### src/rtl/sa_skew_feeder.sv
// ---------------------------------------------------------------------------
// sa_skew_feeder
//   Operand sequencer for the 4x4 systolic MAC array. Holds one weight tile
//   (N rows) and K activation vectors locally. A start request loads the
//   weights into the array (hold=0), streams the activations with a diagonal
//   skew of one cycle per lane (hold=1), then drains zeros until the array
//   results are valid and pulses done.
//
// Ports
//   clk      system clock, rising edge
//   rst_n    asynchronous active-low reset (clears outputs, FSM and store)
//   wr_en    write strobe for the local operand store (honoured only in idle)
//   wr_sel   0 = weight row store, 1 = activation vector store
//   wr_addr  row index (weights 0..N-1, activations 0..K-1)
//   wr_data  one row/vector, lane j = wr_data[j*DW +: DW]
//   start    single-cycle request to run a tile
//   w_out    weight lanes to the array (lane0 = w1)
//   a_out    activation lanes to the array (lane0 = a1)
//   hold     0 = array shifts weights, 1 = array holds weights and MACs
//   busy     high while a tile is in flight, including the done cycle
//   done     one-cycle pulse on the last drain cycle
// ---------------------------------------------------------------------------
//   state    | meaning
//   ---------+-----------------------------------------------------------
//   S_IDLE   | waiting for start, store writable
//   S_LOADW  | shifting weight rows N-1..0 into the array, hold=0
//   S_STREAM | skewed activation stream, K+N-1 cycles, hold=1
//   S_DRAIN  | zeros while the array flushes, done on last cycle
// ---------------------------------------------------------------------------
module sa_skew_feeder #(
    parameter int DW    = 8,
    parameter int N     = 4,
    parameter int K     = 8,
    parameter int DRAIN = 4
) (
    input  logic            clk,
    input  logic            rst_n,
    input  logic            wr_en,
    input  logic            wr_sel,
    input  logic [3:0]      wr_addr,
    input  logic [N*DW-1:0] wr_data,
    input  logic            start,
    output logic [N*DW-1:0] w_out,
    output logic [N*DW-1:0] a_out,
    output logic            hold,
    output logic            busy,
    output logic            done
);

    // Counter sized so the longest phase never wraps (4 bits at defaults).
    localparam int CSPAN = (K + N > DRAIN + 1) ? (K + N) : (DRAIN + 1);
    localparam int CW    = $clog2(CSPAN);
    localparam int WAW   = (N > 1) ? $clog2(N) : 1;
    localparam int AAW   = (K > 1) ? $clog2(K) : 1;

    typedef enum logic [1:0] {
        S_IDLE   = 2'd0,
        S_LOADW  = 2'd1,
        S_STREAM = 2'd2,
        S_DRAIN  = 2'd3
    } state_t;

    state_t          state, state_nxt;
    logic [CW-1:0]   cnt, cnt_nxt;

    logic [N*DW-1:0] wmem [N];
    logic [N*DW-1:0] amem [K];

    logic [N*DW-1:0] w_nxt, a_nxt;
    logic            hold_nxt, busy_nxt, done_nxt;
    logic            accept;

    // Outputs lag the FSM by one register, so the FSM is already back in
    // S_IDLE while the done pulse is still visible. Gating on the busy flop
    // keeps start and writes ignored during that done cycle as well.
    assign accept = (state == S_IDLE) && !busy;

    // ---------------- operand store ----------------
    always_ff @(posedge clk or negedge rst_n) begin
        if (!rst_n) begin
            for (int i = 0; i < N; i++) wmem[i] <= '0;
            for (int i = 0; i < K; i++) amem[i] <= '0;
        end else if (wr_en && accept) begin
            if (!wr_sel) begin
                if (int'(wr_addr) < N) wmem[WAW'(wr_addr)] <= wr_data;
            end else begin
                if (int'(wr_addr) < K) amem[AAW'(wr_addr)] <= wr_data;
            end
        end
    end

    // ---------------- FSM state register ----------------
    always_ff @(posedge clk or negedge rst_n) begin
        if (!rst_n) begin
            state <= S_IDLE;
            cnt   <= '0;
        end else begin
            state <= state_nxt;
            cnt   <= cnt_nxt;
        end
    end

    // ---------------- next state and output decode ----------------
    always_comb begin
        state_nxt = state;
        cnt_nxt   = cnt;
        w_nxt     = '0;
        a_nxt     = '0;
        hold_nxt  = 1'b0;
        busy_nxt  = 1'b0;
        done_nxt  = 1'b0;

        unique case (state)
            S_IDLE: begin
                if (start && accept) begin
                    state_nxt = S_LOADW;
                    cnt_nxt   = '0;
                end
            end

            S_LOADW: begin
                busy_nxt = 1'b1;
                // Deepest row first so row 0 ends up in the top array row.
                w_nxt = wmem[WAW'(N - 1 - int'(cnt))];
                if (cnt == CW'(N - 1)) begin
                    state_nxt = S_STREAM;
                    cnt_nxt   = '0;
                end else begin
                    cnt_nxt = cnt + 1'b1;
                end
            end

            S_STREAM: begin
                busy_nxt = 1'b1;
                hold_nxt = 1'b1;
                for (int j = 0; j < N; j++) begin
                    automatic int t = int'(cnt) - j;
                    if (t >= 0 && t < K)
                        a_nxt[j*DW +: DW] = amem[AAW'(t)][j*DW +: DW];
                end
                if (cnt == CW'(K + N - 2)) begin
                    state_nxt = S_DRAIN;
                    cnt_nxt   = '0;
                end else begin
                    cnt_nxt = cnt + 1'b1;
                end
            end

            S_DRAIN: begin
                busy_nxt = 1'b1;
                hold_nxt = 1'b1;
                if (cnt == CW'(DRAIN - 1)) begin
                    done_nxt  = 1'b1;
                    state_nxt = S_IDLE;
                    cnt_nxt   = '0;
                end else begin
                    cnt_nxt = cnt + 1'b1;
                end
            end

            default: begin
                state_nxt = S_IDLE;
                cnt_nxt   = '0;
            end
        endcase
    end

    // ---------------- registered outputs ----------------
    always_ff @(posedge clk or negedge rst_n) begin
        if (!rst_n) begin
            w_out <= '0;
            a_out <= '0;
            hold  <= 1'b0;
            busy  <= 1'b0;
            done  <= 1'b0;
        end else begin
            w_out <= w_nxt;
            a_out <= a_nxt;
            hold  <= hold_nxt;
            busy  <= busy_nxt;
            done  <= done_nxt;
        end
    end

endmodule

### config.mk
export PLATFORM = sky130hd
export DESIGN_NAME = sa_skew_feeder
export DESIGN_NICKNAME = d
export VERILOG_FILES = /design/src/rtl/sa_skew_feeder.sv
export SDC_FILE = /design/constraint.sdc
export NUM_CORES = 1
export LEC_CHECK = 0
export CORE_MARGIN = 2
export CORE_UTILIZATION = 33
export CTS_CLUSTER_DIAMETER = 100
export DETAILED_ROUTE_END_ITERATION = 6
export HOLD_SLACK_MARGIN = 0.12
export MAX_ROUTING_LAYER = met4
export SLEW_MARGIN = 20
export SYNTH_ARGS = -nofsm -noshare
export SYNTH_HDL_FRONTEND = slang
export SYNTH_SLANG_ARGS = --single-unit
### constraint.sdc
create_clock -name clk -period 2.4 [get_ports clk]
set_input_delay 0.48 -clock clk [delete_from_list [all_inputs] [get_ports clk]]
set_output_delay 0.48 -clock clk [all_outputs]
set_load 0.02 [all_outputs]
==> metrics.txt <==
min setup slack post-route=-0.0230 ns; Die Footprint=61400 um2; main area contributors after synthesis=dfrtp_1 58%, mux2_2 22%, mux4_2 11%; CTS tree=yes; clock skew=0.0111 ns; vias per cell=4.98; Hold Fails Final Rpt=0; dpl ws=-0.340 ns; starting density of the core=0.333; minimum clock period=2.42 ns; CTS max path bufs=3; proportion of synthesized area in mux cells=0.336; H-tree levels=2; initial DRC count=between 600 and 700; crit path kind=reg -> reg; clock-pin slew on the worst setup and hold paths=0.06 ns; Maximum Capacitance Violations=0; Final Cycle Share=1.01; initial antenna violation count=1; CP max-delay cell=or3b_4; All-Layer GR Usage=0.162; final wirelength=48400 um; max incr delay on CP=between 0.4 and 0.5 ns; RSZ-0062 raised after global routing=yes; Post-Syn Nets=between 1000 and 1500; violated checks=negative setup slack; post-synth cell types=39; most frequent cell after synthesis=dfrtp_1; Synth Area in Compound Gates=0.0108; Std-Cell Rows=89; Top FF cell, synth=dfrtp_1; fin area=24400 um2; vias in the first global route=11900; Worst slew margin=0.337; Chip Height=248 um; crit end category=register; HP Class=in -> async; Post-synth top cells=457 x dfrtp_1, 375 x mux2_2, 96 x mux4_2; number of synthesized register bits=457; Buf/Inv on CP=4; placed cell area=22100 um2; # clock sinks=457; endpoints failing setup=20; Layout area overhead=24.2%; XOR/XNOR Fraction of Synth Area=0.00223; Critical Path RT=between 2 and 3 ns; share of layout cells above drive strength 1=0.461; # IOs=108; Pre-antenna DRT Iters=4; combinational family with the most area after synthesis=multiplexers; first-pass GRT wire length=73400 um; worst-path maximum fanout=6; status=finished with violations; CTS buffer count=47; # diodes=0; largest net degree at the start of global routing=90; Synth warnings=0; Post-Syn Instances=1237; routability congestion estimate=between 0.7 and 0.8; CP delay by family, top=simple AND/OR/NAND/NOR gates; syn_area_per_cell=15.9 um2; asr flop ratio synth=1.00; Adder-Cell Fraction of Synth Area=0.00765; number of flops mapped to enable cells by yosys=0; Congestion Overflow GR=0; Tightest Pin Transition=0.988 ns; share of Yosys cell area claimed by the top area cell type=0.583; leading area contributor after synthesis=dfrtp_1; worst-path cell chain=inv_2 -> ha_4 -> and4bb_4 -> or3b_4 -> buf_6 -> nor2_4 -> buf_6 -> clkbuf_16 -> mux2_4; number of routed nets with antenna violations=0; wire per inst=22.1 um; Critical Path Start Type=register; simple-gate area share of the yosys netlist=0.0334; DR DRC count=0; Post-DP HPWL=around 29000 um; Clk Latency, worst-skew pair=0.59 ns; CP Data Arrival Time=between 2 and 3 ns; via count=10900; # nets final=1431; Final Max Slew Viols=0; sequential area share after synthesis=0.583; I/O Buffers=107; Root Buffer=clkbuf_16; Synth Cell Area=19600 um2; Fmax=between 0.4 and 0.5 GHz; CORE AREA=58900 um2; Critical Path Most Common Cell=buf_6; width of the die=around 250 um; peak supply drop=around 0.54 mV; Power Dens Cells=roughly 800 nW/um2; total leakage power=roughly 11 nW; R2R setup slack=-0.02 ns
## path summary, 6_finish.rpt
| path | startpoint | end | cells past startpoint |
|---|---|---|---|
| setup / recovery | state[0] | wmem[72] | 9 |
| hold / removal | rst_n | a_out[21] | 2 |
| setup reg to reg | state[0] | wmem[72] | 9 |
| hold reg to reg | wmem[86] | wmem[86] | 1 |
| max in group asynchronous | rst_n | w_out[4] | 4 |
| min in group clk | wmem[86] | wmem[86] | 1 |
## kinds of logic (layout without fill, tap and decap cells)
| kind of cell | Yosys count | in the layout |
|---|---|---|
| xor+xnor | 5 | 5 |
| compound gates | 37 | 37 |
| fa+ha+maj | 12 | 12 |
| mux | 491 | 491 |
| buf+inv | 110 | 287 |
| flops | 457 | 457 |
| simple gates | 125 | 125 |
## power breakdown
part	internal (W)	switching (W)	total [W]	leakage [nW]
registers	0.00828	0.000304	0.00859	6.33
logic	0.00195	0.00229	0.00424	4.20
clock network	0.00415	0.00304	0.00718	0.743
total	0.0144	0.00563	0.0200	11.3
## cells in the final DEF (no fill, tap or decap), types with 9 or more instances in the layout
master	count
nand2_1	54
mux2_2	287
ha_1	11
clkbuf_1	13
mux4_2	96
dfrtp_1	455
clkbuf_16	55
clkinv_2	10
clkdlybuf4s50_1	106
buf_4	41
nor2_1	12
mux2_4	92
and2_1	34
mux2i_1	9
buf_12	28
a21oi_1	25
## flip-flops by register name (all words and copies together), names as in the netlist
signal,cells
wmem,128
w_out,32
hold,1
a_out,32
busy,1
done,1
amem,256
state,2
cnt,4
## final cells by class
cell class | instances | area, um2
clock buffers | 69 | 1360
well taps | 773 | 967
repair buffers | 195 | 2350
clock inverters | 16 | 150
inverters | 7 | 26.3
flip-flops and latches | 457 | 11400
fillers | 5276 | 34600
multi-input cells | 670 | 8060
## per-layer routing
| metal | track usage | up-vias | wire length (um) |
|---|---|---|---|
| met4 | 0.0329 | 0 | 662 |
| met2 | 0.258 | 196 | 23400 |
| met1 | 0.220 | 5922 | 22600 |
| met5 | - | - | 0 |
| li1 | - | 4736 | - |
| met3 | 0.0269 | 44 | 1790 |
## through the flow
| step | util | power (W) | hold slack [ns] | std cells | TNS [ns] |
|---|---|---|---|---|---|
| after CTS | 0.405 | 0.0202 | 0.387 | 2180 | -1.08 |
| after global placement | 0.375 | 0.0128 | 0.379 | 2083 | -46.69 |
| after floorplan | - | 0.0113 | 0.184 | 1237 | 0 |
| after global routing | 0.413 | 0.0210 | 0.426 | 2187 | -1.97 |
| after detailed placement | 0.375 | 0.0129 | 0.382 | 2083 | -55.67 |
| final | 0.413 | 0.0200 | 0.382 | 2187 | -0.168 |
## repair_timing
action                                 in CTS  in global routing
endpoints found under the hold margin      74                  0
pin swaps                                   4                  5
gates resized for setup                    25                 85
buffers inserted                            7                  2
hold buffers                                1                  0
cloned                                      5                  7
setup endpoints to repair                 173                128
(Power assumes the default switching activity.)
